===== src/rtl/wash_sequencer.sv =====
// Purpose: washing-machine program sequencer (wash / rinse / spin) with pause, cancel and display codes.
// Latency: stage and count changes appear one clk after the causing pulse or tick; IDLE yTot follows uMode combinationally.
// Backpressure: none; uStart/uCancel are single-cycle pulses acted on immediately, uCancel taking priority.
module wash_sequencer #(
  parameter int SEC_CYCLES = 100000000,
  parameter int T_WASH     = 20,
  parameter int T_RINSE    = 15,
  parameter int T_SPIN     = 10,
  parameter int WAT_LVL    = 30
) (
  input  logic       clk,
  input  logic       uRst_,
  input  logic       uStart,
  input  logic       uCancel,
  input  logic [1:0] uMode,
  output logic [5:0] yTot,
  output logic [5:0] yCur,
  output logic [5:0] yWat,
  output logic [2:0] yMotor,
  output logic       yBuzz
);

  // State encoding
  localparam logic [2:0] S_IDLE  = 3'd0;
  localparam logic [2:0] S_WASH  = 3'd1;
  localparam logic [2:0] S_RINSE = 3'd2;
  localparam logic [2:0] S_SPIN  = 3'd3;
  localparam logic [2:0] S_PAUSE = 3'd4;
  localparam logic [2:0] S_DONE  = 3'd5;

  // Display codes shown instead of a number
  localparam logic [5:0] D_BLANK = 6'd55;
  localparam logic [5:0] D_PAUSE = 6'd57;
  localparam logic [5:0] D_DONE  = 6'd58;

  // Stage lengths and program totals in seconds
  localparam logic [5:0] LEN_WASH  = 6'(T_WASH);
  localparam logic [5:0] LEN_RINSE = 6'(T_RINSE);
  localparam logic [5:0] LEN_SPIN  = 6'(T_SPIN);
  localparam logic [5:0] WAT_VAL   = 6'(WAT_LVL);
  localparam logic [5:0] TOT_ALL   = 6'(T_WASH + T_RINSE + T_SPIN);
  localparam logic [5:0] TOT_RS    = 6'(T_RINSE + T_SPIN);

  // One-second prescaler sizing
  localparam int             PW        = (SEC_CYCLES > 1) ? $clog2(SEC_CYCLES) : 1;
  localparam logic [PW-1:0]  PRESC_MAX = PW'(SEC_CYCLES - 1);

  // Program total for a mode
  function automatic logic [5:0] progTotal(input logic [1:0] m);
    case (m)
      2'd0:    return TOT_ALL;
      2'd1:    return LEN_WASH;
      2'd2:    return TOT_RS;
      default: return LEN_SPIN;
    endcase
  endfunction

  // First running stage of a mode
  function automatic logic [2:0] firstStage(input logic [1:0] m);
    case (m)
      2'd0, 2'd1: return S_WASH;
      2'd2:       return S_RINSE;
      default:    return S_SPIN;
    endcase
  endfunction

  // Stage following the given one; only mode 0 continues past wash,
  // and every program containing rinse continues into spin.
  function automatic logic [2:0] nextStage(input logic [1:0] m, input logic [2:0] st);
    case (st)
      S_WASH:  return (m == 2'd0) ? S_RINSE : S_DONE;
      S_RINSE: return S_SPIN;
      default: return S_DONE;
    endcase
  endfunction

  // Length of a running stage
  function automatic logic [5:0] stageLen(input logic [2:0] st);
    case (st)
      S_WASH:  return LEN_WASH;
      S_RINSE: return LEN_RINSE;
      default: return LEN_SPIN;
    endcase
  endfunction

  logic [2:0]    state, stateNxt;
  logic [2:0]    pState, pStateNxt;   // stage to resume from PAUSE
  logic [1:0]    modeQ, modeNxt;      // program latched at start
  logic [PW-1:0] presc, prescNxt;
  logic [5:0]    totCnt, totNxt;
  logic [5:0]    curCnt, curNxt;      // kept intact while PAUSE displays its marker
  logic [5:0]    yTotQ, yTotNxt;
  logic [5:0]    yCurNxt, yWatNxt;
  logic [2:0]    yMotorNxt;
  logic          yBuzzNxt;
  logic          running, tick;

  assign running = (state == S_WASH) || (state == S_RINSE) || (state == S_SPIN);
  assign tick    = running && (presc == PRESC_MAX);

  // Next state, prescaler and counters
  always_comb begin
    stateNxt  = state;
    pStateNxt = pState;
    modeNxt   = modeQ;
    prescNxt  = presc;
    totNxt    = totCnt;
    curNxt    = curCnt;
    case (state)
      S_IDLE: begin
        if (uStart) begin
          modeNxt  = uMode;
          stateNxt = firstStage(uMode);
          curNxt   = stageLen(firstStage(uMode));
          totNxt   = progTotal(uMode);
          prescNxt = '0;
        end
      end
      S_WASH, S_RINSE, S_SPIN: begin
        prescNxt = tick ? '0 : presc + PW'(1);
        if (tick) begin
          totNxt = totCnt - 6'd1;
          if (curCnt == 6'd1) begin
            stateNxt = nextStage(modeQ, state);
            if (stateNxt != S_DONE) begin
              curNxt = stageLen(stateNxt);
            end
          end else begin
            curNxt = curCnt - 6'd1;
          end
        end
        // A pause landing on a tick remembers the stage the tick produced;
        // a pause coinciding with the final tick is superseded by DONE.
        if (uStart && (stateNxt != S_DONE)) begin
          pStateNxt = stateNxt;
          stateNxt  = S_PAUSE;
        end
      end
      S_PAUSE: begin
        if (uStart) begin
          stateNxt = pState;
        end
      end
      S_DONE: begin
        if (uStart) begin
          stateNxt = S_IDLE;
        end
      end
      default: stateNxt = S_IDLE;
    endcase
    if (uCancel && (state != S_IDLE)) begin
      stateNxt  = S_IDLE;
      pStateNxt = S_IDLE;
      prescNxt  = '0;
      totNxt    = '0;
      curNxt    = '0;
    end
  end

  // Registered display values derived from the upcoming state
  always_comb begin
    yCurNxt   = curNxt;
    yTotNxt   = totNxt;
    yWatNxt   = 6'd0;
    yMotorNxt = 3'b000;
    yBuzzNxt  = 1'b0;
    case (stateNxt)
      S_IDLE: yCurNxt = D_BLANK;
      S_WASH: begin
        yWatNxt   = WAT_VAL;
        yMotorNxt = 3'b001;
      end
      S_RINSE: begin
        yWatNxt   = WAT_VAL;
        yMotorNxt = 3'b010;
      end
      S_SPIN: yMotorNxt = 3'b100;
      S_PAUSE: begin
        yCurNxt = D_PAUSE;
        yWatNxt = yWat;
      end
      S_DONE: begin
        yCurNxt  = D_DONE;
        yTotNxt  = D_DONE;
        yBuzzNxt = 1'b1;
      end
      default: yCurNxt = D_BLANK;
    endcase
  end

  // State and output registers
  always_ff @(posedge clk or negedge uRst_) begin
    if (!uRst_) begin
      state  <= S_IDLE;
      pState <= S_IDLE;
      modeQ  <= 2'd0;
      presc  <= '0;
      totCnt <= 6'd0;
      curCnt <= 6'd0;
      yTotQ  <= TOT_ALL;
      yCur   <= D_BLANK;
      yWat   <= 6'd0;
      yMotor <= 3'b000;
      yBuzz  <= 1'b0;
    end else begin
      state  <= stateNxt;
      pState <= pStateNxt;
      modeQ  <= modeNxt;
      presc  <= prescNxt;
      totCnt <= totNxt;
      curCnt <= curNxt;
      yTotQ  <= yTotNxt;
      yCur   <= yCurNxt;
      yWat   <= yWatNxt;
      yMotor <= yMotorNxt;
      yBuzz  <= yBuzzNxt;
    end
  end

  // IDLE previews the selected program total; reset forces the mode-0 total
  assign yTot = (state == S_IDLE) ? (uRst_ ? progTotal(uMode) : TOT_ALL) : yTotQ;

endmodule


===== config.mk =====
export PLATFORM = sky130hd
export DESIGN_NAME = wash_sequencer
export DESIGN_NICKNAME = d
export VERILOG_FILES = /design/src/rtl/wash_sequencer.sv
export SDC_FILE = /design/constraint.sdc
export NUM_CORES = 1
export LEC_CHECK = 0
export BUFFER_PORTS_ARGS = -buffer_cell sky130_fd_sc_hd__buf_2
export CORE_MARGIN = 4
export CORE_UTILIZATION = 61
export CTS_CLUSTER_DIAMETER = 150
export DETAILED_ROUTE_END_ITERATION = 16
export PLACE_DENSITY = 0.8
export SYNTH_ARGS = -nofsm -noshare
export SYNTH_HDL_FRONTEND = slang
export SYNTH_SLANG_ARGS = --single-unit

===== constraint.sdc =====
create_clock -name clk -period 3.2 [get_ports clk]
set_input_delay 0.96 -clock clk [delete_from_list [all_inputs] [get_ports clk]]
set_output_delay 0.96 -clock clk [all_outputs]
set_load 0.01 [all_outputs]

== After elaboration in Yosys (flattened, before gate mapping) ==
Index checks and enable logic that the tools add are counted.

* Register bits after elaboration: 69
* Bits of input ports: 6
* Word-level logic and storage cells: 98

* Add/subtract/negate cells: 3
* Reductions and logical operators: 19
* Multiplexer cells: 44
* Eq/ne operators: 21

{| class="wikitable"
|+ Operators by type and width
! kind !! number
|-
| 2-to-1 mux 27 bit || 3
|-
| 2-to-1 mux 6 bit || 11
|-
| one-hot mux 27 bit (2 select lines) || 1
|-
| 2-to-1 mux 3 bit || 17
|-
| one-hot mux 6 bit (2 select lines) || 3
|-
| one-hot mux 6 bit (3 select lines) || 2
|-
| adder 27 x 1 -> 27 bit, second input constant || 1
|-
| equality test 27 bit, second input constant || 1
|-
| one-hot mux 5 bit (2 select lines) || 2
|-
| equality test 3 x 2 -> 1 bit, second input constant || 6
|-
| equality test 3 x 1 -> 1 bit, second input constant || 4
|-
| equality test 3 bit, second input constant || 4
|-
| one-hot mux 3 bit (4 select lines) || 1
|-
| subtractor 6 x 1 -> 6 bit, second input constant || 2
|-
| != test 3 bit, second input constant || 3
|-
| one-hot mux 3 bit (3 select lines) || 1
|-
| equality test 6 x 1 -> 1 bit, second input constant || 1
|-
| one-hot mux 3 bit (2 select lines) || 1
|-
| AND reduction 2 bit || 3
|-
| nonzero test 3 bit || 2
|-
| OR reduction 3 bit || 2
|-
| logical NOT 2 bit || 2
|-
| one-hot mux 2 bit (2 select lines) || 1
|-
| nonzero test 2 bit || 2
|-
| other kinds (7) || 11
|}

== Longest topological paths before layout ==
* Depth in word-level cells: 17
* Gate-level depth with buffers: 10

== Worst setup path before layout ==
OpenSTA, ideal clock, no wires.

* Path type: register -> output
* Start: register state[1]
* End: output port yTot[0]
* Arrival time: 1683 ps
* Setup slack: 557 ps
* Required time: 2240 ps
* Stages on the path, launching flop included: 7
* Cells stage by stage: dfrtp_1 clkbuf_1 or2_2 clkbuf_1 nor2_1 nor2_1 a31oi_1

* Longest elaborated chain between the ends: 2

{| class="wikitable"
|+ Ends and longest elaborated chain
! what !! RTL line !! text
|-
| from (decl) || 86 || <nowiki>logic [2:0] state, stateNxt;</nowiki>
|-
| from (signal assigned) || 206 || <nowiki>state <= stateNxt;</nowiki>
|-
| logical NOT 3 bit || 221 || <nowiki>assign yTot = (state == S_IDLE) ? (uRst_ ? progTotal(uMode) : TOT_ALL) : yTotQ;</nowiki>
|-
| 2-to-1 mux 6 bit || 221 ||
|-
| to (decl) || 16 || <nowiki>output logic [5:0] yTot,</nowiki>
|}

Every way passes these cells.

== Worst setup path after layout ==
* Start: register state[0]
* End: output port yTot[3]

The elaborated chain is that of the path after synthesis.

==> results.txt <==
The run finished with clean final reports. The count of buffers inserted at the top-level ports is 25. The final-report hold violation count came out at 0. The data required time of the worst path is 2.24 ns. The clock-pin slew of the registers on the worst-case setup and hold paths came out at roughly 0.060 ns. The mapped cell area is between 0.004 and 0.005 sq mm. The global router's overall resource usage came out at 0.309. The actual slew at the worst max-slew pin came out at about 0.62 ns.

In this run the static leakage power is 1.93 nW. The worst endpoint data arrival time is roughly 2.2 ns. The most used flip-flop cell after synthesis is dfrtp_1. The clock skew after layout came out at between 0.009 and 0.01 ns.

The placement-stage worst setup slack came out at 0.259 ns. The register bit count reported by yosys came out at 64. The final core utilization is 0.701. The count of final max-slew check failures is 0. The via count of the first global-routing pass came out at 3599.

After layout, the minimum clock period comes to roughly 3.1 ns. The number of antenna violations at the first check in global routing came to 0. VDD sags by at most approximately 0.57 mV.

The total power per unit cell area is about 850 mW/mm^2. Wires add up to around 12000 microns. For this run, design rule violations remaining after detail routing come to 0. In the final routed layout, each cell accounts on average for about 19 microns.

The congestion estimate from routability-driven global placement came to 0.984. The detailed-route vias per instance came out at around 6.8. The synthesized netlist cell count is 479. The effective utilization at floorplan came out at 0.632.

The cell at the root of the clock tree is clkbuf_8. The number of sinks driven by the clock tree is 64. Before antenna repair, the detailed router went through 5 iterations. The design draws ~3.8 mW. The die area is between 0.007 and 0.008 sq mm. The pin count of the biggest net entering global routing came out at 41.

The number of violations of the max-capacitance limit came out at 0. The count of nets left with antenna violations after detail routing is 0. The longest clock path from root to sink contains 2 buffers. Setup repair after global routing left no endpoint under its margin. The standard-cell row count is 29. STA classifies the critical path startpoint as a flip-flop. From bottom edge to top edge, the die measures 89.4 microns. The total number of yosys warnings is 0. Of the cells placed in the final design, the portion with a size suffix greater than 1 is 0.165. The initial detailed-routing violation count came out at between 500 and 600. The HPWL after detailed placement is 8200 microns.

Summing over every cut layer, the via total after detailed routing is ~4.0k. The standard cell core area came out at approximately 0.0064 sq mm. The number of inserted filler cells in the final layout is ~520. The number of nets in the finished design is between 500 and 600.

The average cell area after synthesis is 8.43 sq um. After synthesis, the netlist uses just under 70 different library cells. Counting flops with an async set or reset pin after synthesis yields a share of 1.00. The later pin in the worst-skew pair is clocked with a latency of between 0.3 and 0.4 ns.

The count of endpoints failing setup in the final report came out at 0. The element type at the critical path end is a primary output. The maximum fanout along the worst path came out at 9. The H-tree was split into 3 levels. Timing would allow up to 320 MHz.

In this run the horizontal extent of the chip is ~89 microns. The share of the clock period used by the worst path after layout is 0.977. The number of antenna diodes came out at 0. Hold repair after CTS inserted 0 buffers.

The layout-stage area growth over the synthesis result is 10.9%. The number of clock buffers added by TritonCTS is 9. The number of buffers inserted by post-CTS setup repair came out at 0. The min-delay analysis places its worst path in the category reg -> reg.

The relative max-transition margin came out at 0.584. The clock tree from TritonCTS is built. The total negative slack is 0 ns. The classification of the worst setup path is reg -> out. The post-CTS resize count is 0. The total grt overflow is 0.

The number of enable-type register cells in the synthesized netlist is 0. The global-route wire length before repair came out at roughly 19000 microns. 28 I/O pins were placed. The worst path meets setup with around 0.074 ns of slack.

For this run, the register share of the synthesized area comes to 0.399.
==> routing by layer <==
| metal | global-route usage | part of all wire | vias to the layer above |
|---|---|---|---|
| li1 | - | - | 1835 |
| met1 | 0.469 | 0.45 | 1899 |
| met2 | 0.430 | 0.43 | 259 |
| met3 | 0.0654 | 0.10 | 19 |
| met4 | 0.111 | 0.018 | 0 |
| met5 | 0 | 0 | - |
==> through the flow <==
| stage | area, sq um | hold WS [ns] | instances |
|---|---|---|---|
| final | 4480 | 0.497 | 591 |
| after global routing | 4480 | 0.525 | 591 |
| after CTS | 4480 | 0.497 | 591 |
| after detailed placement | 4310 | 0.483 | 575 |
| after global placement | 4310 | 0.491 | 575 |
| after floorplan | 4040 | 0.451 | 480 |
==> where the power goes <==
part	switching [mW]	internal [mW]	leakage (nW)
Clock	0.305	0.301	0.0844
Sequential	0.155	1.04	0.839
Combinational	1.25	0.752	1.00
Total	1.71	2.09	1.93
==> sequential cells by signal, summed over array words and instances, names as in the netlist, 3 cells and up <==
name and count:
state 3, totCnt 6, yCur 6, presc 27, yMotor 3, pState 3, yTotQ 6, curCnt 6
==> cell type report <==
cell class,instances,area (sq um),area share
clock buffers,14,153,0.0341
clock inverters,2,10.0,0.00224
inverters,18,67.6,0.0151
multi-input cells,366,2220,0.497
flip-flops and latches,64,1610,0.360
well taps,77,96.3,0.0215
repair buffers,50,313,0.0699
==> path summary, 6_finish.rpt <==
kind | end | cells past startpoint | slack [ns] | startpoint
min | modeQ[0] | 2 | 0.50 | modeQ[0]
min in group asynchronous | pState[0] | 1 | 0.57 | uRst_
min reg2reg | modeQ[0] | 2 | 0.50 | modeQ[0]
max reg2reg | yMotor[0] | 8 | 0.34 | state[2]
max | yTot[3] | 5 | 0.07 | state[0]
max in group asynchronous | yCur[5] | 2 | 1.72 | uRst_
==> worst max-delay path: stages (launching register included) <==
cell	delay (ns)
dfrtp_1	0.47
or2_2	0.42
nor2_1	0.51
nor2_1	0.08
a31oi_1	0.18
buf_2	0.16
==> synth_stat cells, types with 5 or more instances <==
cell type,number,area share
nand2_1,51,0.047
ha_1,9,0.028
o31ai_1,8,0.015
or3_1,5,0.0077
dfrtp_1,55,0.34
nand4_1,10,0.015
dfstp_2,9,0.059
inv_1,17,0.016
nor2b_1,5,0.0077
o211ai_1,5,0.0093
a31oi_1,10,0.015
o21ai_0,51,0.063
and2_1,5,0.0077
nand3_1,22,0.027
a21oi_1,16,0.020
and4_1,7,0.015
nor4_1,8,0.012
and3_1,17,0.026
nor3_1,20,0.025
a21o_1,5,0.0093
buf_4,5,0.0093
nor2_1,34,0.032
clkbuf_1,22,0.020
==> kinds of logic (layout without fill, tap and decap cells) <==
group	after synthesis	in the layout	share of synthesized area
other	1	2	0.000929
XOR/XNOR	6	6	0.0130
buffers and inverters	50	84	0.0521
AO/OA/AOI/OAI	140	140	0.227
AND/OR/NAND/NOR	207	207	0.275
adder cells (fa/ha/maj)	9	9	0.0279
flip-flops	64	64	0.399
multiplexers	2	2	0.00496
==> layout by cell type, fill, tap and decap left out, drive strengths merged, types with 4 or more instances in the layout <==
cell,synthesis,routed
o31ai,8,8
dfrtp,55,55
buf,10,50
nand3,22,22
a21oi,16,16
ha,9,9
nor2,34,34
a31o,4,4
and4,7,7
nor2b,5,5
nand2b,4,4
dfstp,9,9
clkbuf,22,14
o211ai,5,5
and2,5,5
nor3,20,20
and3,17,17
a32o,4,4
a31oi,10,10
o21ai,53,53
nand2,51,51
nor4,9,9
or3,5,5
inv,18,18
nand4,10,10
a21o,5,5
Power figures use the tool's default switching activity.
